File: src/rtl/sprite_sched_pkg.sv
// Shared types and the row-hit helper for the per-scanline sprite scheduler.
// Sprite height is fixed here at 8 rows; the scheduler's SPRITE_H parameter must agree.
package sprite_sched_pkg;

  localparam int SPR_H = 8;
  localparam int RW    = $clog2(SPR_H);

  typedef enum logic [1:0] {
    IDLE  = 2'd0,
    SCAN  = 2'd1,
    FETCH = 2'd2,
    DONE  = 2'd3
  } state_t;

  typedef struct packed {
    logic [3:0]    code;
    logic [RW-1:0] row;
    logic [7:0]    x;
  } cand_t;

  typedef struct packed {
    logic          hit;
    logic [RW-1:0] row;
  } row_hit_t;

  // Row within the sprite for next_line; modulo-512 difference makes lines above y wrap to large values.
  function automatic row_hit_t row_hit(input logic [8:0] next_line, input logic [7:0] y);
    row_hit_t   r;
    logic [8:0] d;
    d     = next_line - {1'b0, y};
    r.hit = (d < 9'(SPR_H));
    r.row = d[RW-1:0];
    return r;
  endfunction

endpackage

File: src/rtl/sprite_line_scheduler.sv
// Hblank sprite scheduler: scans the attribute table for the next line, then loads up to NUM_SLOTS renderers.
// Trigger-to-idle takes NUM_SPRITES+3 cycles with no hits, plus cand_cnt+1 fetch cycles otherwise; no backpressure.
module sprite_line_scheduler
  import sprite_sched_pkg::*;
#(
  parameter int NUM_SPRITES = 16,
  parameter int NUM_SLOTS   = 4,
  parameter int SPRITE_H    = 8,
  parameter int SCAN_HPOS   = 256
) (
  input  logic                             clk,
  input  logic                             reset,
  input  logic [8:0]                       hpos,
  input  logic [8:0]                       vpos,
  output logic [$clog2(NUM_SPRITES)-1:0]   spr_idx,
  input  logic [7:0]                       spr_x,
  input  logic [7:0]                       spr_y,
  input  logic [3:0]                       spr_code,
  output logic [3+$clog2(SPRITE_H):0]      rom_addr,
  input  logic [7:0]                       rom_data,
  output logic [NUM_SLOTS-1:0]             slot_load,
  output logic [7:0]                       slot_x,
  output logic [7:0]                       slot_bits,
  output logic [NUM_SLOTS-1:0]             slot_valid,
  output logic                             busy,
  output logic                             overflow
);

  localparam int IW = $clog2(NUM_SPRITES);
  localparam int CW = $clog2(NUM_SPRITES + 1);
  localparam int KW = $clog2(NUM_SLOTS + 1);
  localparam int SW = $clog2(NUM_SLOTS);

  state_t        state, state_nxt;
  logic [CW-1:0] cnt;
  logic [CW-1:0] cnt_m1;
  logic [KW-1:0] cand_cnt;
  logic [8:0]    next_line;
  cand_t         cand [NUM_SLOTS];

  row_hit_t      hr;
  logic          scan_hit;
  logic          trigger;
  logic [SW-1:0] fidx;
  logic [SW-1:0] pidx;

  assign trigger = (hpos == 9'(SCAN_HPOS));
  assign cnt_m1  = cnt - 1'b1;
  assign fidx    = cnt[SW-1:0];
  assign pidx    = cnt_m1[SW-1:0];
  assign busy    = (state != IDLE);

  always_comb begin
    state_nxt = state;
    spr_idx   = '0;
    rom_addr  = '0;
    slot_load = '0;
    slot_x    = '0;
    slot_bits = '0;
    hr        = row_hit(next_line, spr_y);
    scan_hit  = 1'b0;
    case (state)
      IDLE: begin
        if (trigger) state_nxt = SCAN;
      end
      SCAN: begin
        if (cnt < CW'(NUM_SPRITES)) spr_idx = cnt[IW-1:0];
        // Attribute data lags the address by one cycle, so cnt evaluates entry cnt-1.
        scan_hit = (cnt != '0) && hr.hit;
        if (cnt == CW'(NUM_SPRITES))
          state_nxt = ((cand_cnt != '0) || scan_hit) ? FETCH : DONE;
      end
      FETCH: begin
        if (cnt < CW'(cand_cnt)) rom_addr = {cand[fidx].code, cand[fidx].row};
        if (cnt != '0) begin
          slot_load = NUM_SLOTS'(1) << pidx;
          slot_x    = cand[pidx].x;
          slot_bits = rom_data;
        end
        if (cnt == CW'(cand_cnt)) state_nxt = DONE;
      end
      DONE: begin
        state_nxt = IDLE;
      end
      default: state_nxt = IDLE;
    endcase
  end

  always_ff @(posedge clk) begin
    if (reset) begin
      state      <= IDLE;
      cnt        <= '0;
      cand_cnt   <= '0;
      next_line  <= '0;
      slot_valid <= '0;
      overflow   <= 1'b0;
    end else begin
      state <= state_nxt;
      case (state)
        IDLE: begin
          if (trigger) begin
            next_line <= vpos + 9'd1;
            cnt       <= '0;
            cand_cnt  <= '0;
            overflow  <= 1'b0;
          end
        end
        SCAN: begin
          if (scan_hit) begin
            if (cand_cnt < KW'(NUM_SLOTS)) begin
              cand[cand_cnt[SW-1:0]] <= {spr_code, hr.row, spr_x};
              cand_cnt               <= cand_cnt + 1'b1;
            end else begin
              overflow <= 1'b1;
            end
          end
          cnt <= (cnt == CW'(NUM_SPRITES)) ? '0 : cnt + 1'b1;
        end
        FETCH: begin
          cnt <= (cnt == CW'(cand_cnt)) ? '0 : cnt + 1'b1;
        end
        DONE: begin
          slot_valid <= NUM_SLOTS'((1 << cand_cnt) - 1);
          cnt        <= '0;
        end
        default: cnt <= '0;
      endcase
    end
  end

endmodule

File: config.mk
export PLATFORM = sky130hd
export DESIGN_NAME = sprite_line_scheduler
export DESIGN_NICKNAME = d
export VERILOG_FILES = /design/src/rtl/sprite_sched_pkg.sv /design/src/rtl/sprite_line_scheduler.sv
export SDC_FILE = /design/constraint.sdc
export NUM_CORES = 1
export LEC_CHECK = 0
export ABC_AREA = 1
export BUFFER_PORTS_ARGS = -buffer_cell sky130_fd_sc_hd__buf_2
export CELL_PAD_IN_SITES_DETAIL_PLACEMENT = 1
export CELL_PAD_IN_SITES_GLOBAL_PLACEMENT = 1
export CORE_UTILIZATION = 45
export DETAILED_ROUTE_END_ITERATION = 7
export GPL_TIMING_DRIVEN = 1
export PLACE_DENSITY_LB_ADDON = 0.12
export SLEW_MARGIN = 15
export SYNTH_ARGS = -nofsm -noshare
export SYNTH_HDL_FRONTEND = slang
export SYNTH_SLANG_ARGS = --single-unit
File: constraint.sdc
create_clock -name clk -period 5.4 [get_ports clk]
set_clock_uncertainty 0.15 [all_clocks]
set_input_delay 0 -clock clk [delete_from_list [all_inputs] [get_ports clk]]
set_output_delay 0 -clock clk [all_outputs]
set_load 0.01 [all_outputs]
# == Word-level counts from Yosys, hierarchy flattened ==
# Memories as Yosys holds them, arrays and structs flattened. A register that Yosys moved wholly into a read port is not among the register bits.
# Cells that the tools add are included.
# totals
ff_bits,24
ram_bits,60
input_bits,48
out_inout_bits,37
elab_cells,77
memories,1
# classes
n_addsub,6
n_lt_le_gt_ge,4
eq_ne,12
shifts,2
mux,35
n_reduce_logical,11
# memory_table
name,depth,word_bits,rd,rd_ports_with_merged_regs,write_ports,line_no,rtl
cand,4,15,2,1,1,sprite_line_scheduler.sv:39,cand_t cand [NUM_SLOTS];
# ops
operator,count
$mux 8,4
$pmux 5 s4,1
$mux 4,4
$mux 5,3
$mux 7,2
$ne 2x2->1 const B,6
$mux 1,10
$mux 2,5
$add 9x1->9 const B,1
$eq 9x9->1 const B,1
$lt 9x4->1 const B,1
$mux 3,3
$sub 9x8->9,1
$pmux 2 s4,1
$reduce_and 4->1,2
$pmux 3 s2,1
$add 5x1->5 const B,1
$eq 5x3->1,1
$eq 5x5->1 const B,1
$lt 5x3->1,1
$lt 5x5->1 const B,1
$reduce_bool 5->1,1
$eq 2x2->1 const B,2
$reduce_bool 2->1,2
14 further kinds,14

# == Depth between registers and ports, before layout ==
# depth
ltp_word,8
depth_mapped,17
mapped_depth_nobuf,17

# == Worst setup path after synthesis ==
# OpenSTA, ideal clock, no wires.
# synth_timing
kind,reg2reg
startpoint,register cnt[0]
endpoint,memory cand[1][0] (netlist bit) (enable)
setup_time_ns,0.387
t_arrival_ns,2.426
t_required_ns,4.863
setup_slack_ns,2.437
path_stages_with_launch,12
n_path_buf,2
synth_period_minus_slack_ns,2.963
cell_sequence,dfxtp_1 -> buf_2 -> clkinv_1 -> clkbuf_1 -> ha_1 -> nand4_1 -> nand3_2 -> nor2_4 -> nand3_4 -> clkinv_1 -> nand3_1 -> nor2_1
# synth_between
elab_chain_cells,7
# synth_lines
item,line_no,rtl
start: declaration,sprite_line_scheduler.sv:35,logic [CW-1:0] cnt;
start signal: assignment,sprite_line_scheduler.sv:117,cnt <= (cnt == CW'(NUM_SPRITES)) ? '0 : cnt + 1'b1;
start signal: assignment,sprite_line_scheduler.sv:120,cnt <= (cnt == CW'(cand_cnt)) ? '0 : cnt + 1'b1;
$reduce_bool 5->1,sprite_line_scheduler.sv:69,scan_hit = (cnt != '0) && hr.hit;
$logic_and 1x1->1,sprite_line_scheduler.sv:69,
$mux 1,sprite_line_scheduler.sv:62,case (state)
$mux 1,sprite_line_scheduler.sv:109,if (scan_hit) begin
$mux 1,sprite_line_scheduler.sv:99,case (state)
$mux 1,sprite_line_scheduler.sv:90,if (reset) begin
$mux 1 (not written as such),sprite_line_scheduler.sv:111,"cand[cand_cnt[SW-1:0]] <= {spr_code, hr.row, spr_x};"
end: declaration,sprite_line_scheduler.sv:39,
# Every way passes these cells.

# == Worst setup path after layout ==
# layout_timing
startpoint,register cnt[0]
endpoint,output port slot_x[4]
# layout_between
elab_chain_cells,4
elab_cells_between_ends,5
cone_classes,1 x add/sub; 2 x mux; 1 x reduce/logical; 1 x memory
# layout_lines
item,line_no,rtl
$sub 2x1->2,sprite_line_scheduler.sv:48,assign cnt_m1 = cnt - 1'b1;
$mem_v2 4x15,n/a,
$mux 8 *,sprite_line_scheduler.sv:75,if (cnt != '0) begin
$mux 8 *,sprite_line_scheduler.sv:62,
end: declaration,sprite_line_scheduler.sv:22,"output logic [7:0] slot_x,"
# Every way passes the cells marked *; elsewhere a longest branch is shown, timed or not.

==> results.md <==
* Outcome: finished, final reports clean
* Routed vias at between 3,000 and 4,000
* Routed length per instance at 15.20 µm
* FMAX at 264.6 MHz
* Synth Area in Compound Gates at 0.1036
* CTS Buf Count at 9
* TNS Setup at 0 ns
* Synth unique cells at 36
* RSZ-0062 raised after global routing: no
* Syn Area/Cell at 9.008 µm²
* Post-CTS sizing at 0
* GRT Overall Usage at 0.2354
* Cell taking the most area after synthesis: edfxtp_1
* Register area share after synthesis at 0.5197
* Final ANT Viol Nets at 0
* Min Tclk post-route at 3.780 ns
* Clock Latency Late Sink at around 0.36 ns
* CP Class: flip-flop to output port
* Vias in the first global route at between 3,000 and 4,000
* P_int at 1.273 mW
* XOR/XNOR Fraction of Synth Area at 0.01960
* Net switching power at approximately 810 µW
* Met3 GRT Util at 0.03313
* Reg2Reg Setup Slack at 1.85 ns
* Largest net degree at the start of global routing at 23
* Share of post-route cells with drive strength above 1 at 0.1899
* Net count, final at 687
* Chip Height at 101.6 µm
* Seq pwr share at 0.392
* Post-place setup slack at 1.834 ns
* Clock root buffer: clkbuf_8
* Sw frac at 0.3882
* Initial Util at 0.4614
* Worst slew pin tran at 0.9087 ns
* Setup crit end kind: output port
* Largest family of logic cells by synthesized area: simple AND/OR/NAND/NOR gates
* Die W at 101.6 µm
* Syn. warnings at 0
* DP Cell Count at 705
* Top cells by area, synth: edfxtp_1, dfxtp_1, nor2_1, ha_1, inv_1
* Synth Area in Simple Gates at 0.1999
* I/O Buffers at 84
* Post-Synthesis Cells at 496
* Final core occ at 0.5702
* Gr busiest metal: met2
* Worst setup margin at 1.620 ns
* I/O Pins at 85
* Final setup vio count at 0
* Final period util at 0.6999
* Relative slew margins at 0.3914
* Crit-path max FO at 22
* Worst EP arrival at 3.63 ns
* Vias per std cell at 5.056
* Die area at 0.01033 mm²
* Core area at between 0.009 and 0.01 mm²
* Synthesized area at 0.004468 mm²
* First-pass GRT wire length at between 15,000 and 20,000 µm
* Total Power at 2.081 mW
* Yosys top cell area share at 0.4032
* Hold WS at 0.009896 ns
* Syn Nets at 572
* GR Util met1 at 0.2621
* Initial antenna violation count at 0
* Max-cap violations at 0
* Max Slew Vio Count at 0
* Synth Area in Adders at 0.08009
* Detail Placement HPWL at 8112 µm
* Antenna diodes at 0
* Total grt overflow at 0
* H-tree Lvls at 3
* Worst-case clock buffer depth at 2
* PwrDens at 376.9 mW/mm²
* Yosys reg bits at 86
* GR Layer Usage met2 at 0.4454
* Fin area at 0.005522 mm²
* Maximum vdd ir drop at ~0.24 mV
* Syn-to-layout area delta at 23.58%
* Multiplexer share of the synthesized area at 0
* Register clock-pin slew on the reported worst setup and hold paths at around 0.090 ns
* CTS tree: built
* Logic pwr share at 0.369
* Critical path launch point type: flip-flop
* Std-Cell Rows at 36
* Post-DP Area at 0.005026 mm²
* CTS Sinks at 86
* RD Place Congestion at 0.8169
* Clock share of power at 0.239
* Final Hold Fails at 0
* Non-Filler Instances at 749
* Remaining DRCs at 0
* Crit path required time at 5.25 ns
* Initial DRT Pass Iterations at 4
* Leak at 2.477 nW
* Initial DRC Count at 122
* DRT Wirelength at approximately 11,000 µm
* Hold WC Path Type: input pin to flip-flop
critical path: stages (launching register included):
cell and delay [ns]:
dfxtp_1 0.82, clkinv_1 0.71, ha_1 0.75, clkinv_1 0.37
nor2_1 0.19, o21ai_0 0.10, a21oi_1 0.16, buf_2 0.17
routing by layer:
metal | vias up | part of all wire
li1 | 1879 | -
met1 | 1814 | 0.42
met2 | 74 | 0.53
met3 | 20 | 0.024
met4 | 0 | 0.021
met5 | - | 0
kinds of logic after synthesis:
group	after synthesis
AOI/OAI and AO/OA	83
xor gates and xnor gates	10
adders and majority gates	28
buffers and inverters	88
DFF	86
and+or+nand+nor	201
area by class of cell:
type / count / area (µm²)
inverter: 76 / 285.3
fill: 1142 / 4163
tap: 133 / 166.4
clock inverter: 5 / 83.83
timing repair buffer: 116 / 730.7
multi-input combinational: 322 / 1802
sequential: 86 / 2322
clock buffer: 11 / 131.4
cell usage after synthesis, drive strengths merged:
library cell and number:
nor3 4, clkbuf 8, o211ai 2, clkinv 5, o21a 1, xnor2 4, nand3 23, nor4 1
o22ai 1, edfxtp 60, nor2 101, xor2 6, o211a 1, o21ai 36, or2 3, a31oi 2
dfxtp 26, buf 4, nand4 8, o32ai 7, ha 27, a211oi 2, a21oi 31, nand2 61
inv 71, fa 1
sequential cells by signal, indices dropped and copies added (netlist names), named ones only:
name and count:
cnt 5, cand_cnt 3, state 2, next_line 9, overflow 1, cand 60
slot_valid 4
placed cells by master, fill, tap and decap left out, drive strengths merged, types with 2 or more instances in the layout:
cell,n
nand4,8
ha,27
nor3,4
nand2,61
xnor2,4
dlygate4sd3,28
a31oi,2
buf,88
bufinv,2
clkinv,6
edfxtp,60
o211ai,2
clkbuf,11
inv,71
a211oi,2
o32ai,7
nor2,101
a21oi,31
or2,3
o21ai,36
xor2,6
clkinvlp,2
nand3,23
dfxtp,26
power groups by stage:
stage | registers, mW | clock network (mW) | logic [mW]
finish | 0.815 | 0.498 | 0.768
global route | 0.825 | 0.527 | 0.876
CTS | 0.817 | 0.510 | 0.773
detailed placement | 0.833 | 0 | 0.747
global placement | 0.827 | 0 | 0.720
floorplan | 0.788 | 0 | 0.560
repair_timing:
| action | 4_1_cts | 5_1_grt |
|---|---|---|
| hold endpoints to repair | 62 | 0 |
| buffers inserted | 0 | 0 |
| hold buffers | 28 | 0 |
path summary, 6_finish.rpt:
path | to | cells after the start | startpoint
min | next_line[0] | 5 | hpos[8]
min reg2reg | overflow | 2 | overflow
max reg2reg | cand[3][12] | 10 | cnt[0]
max | slot_x[4] | 7 | cnt[0]
No activity file was read; power rests on OpenSTA's default activity.
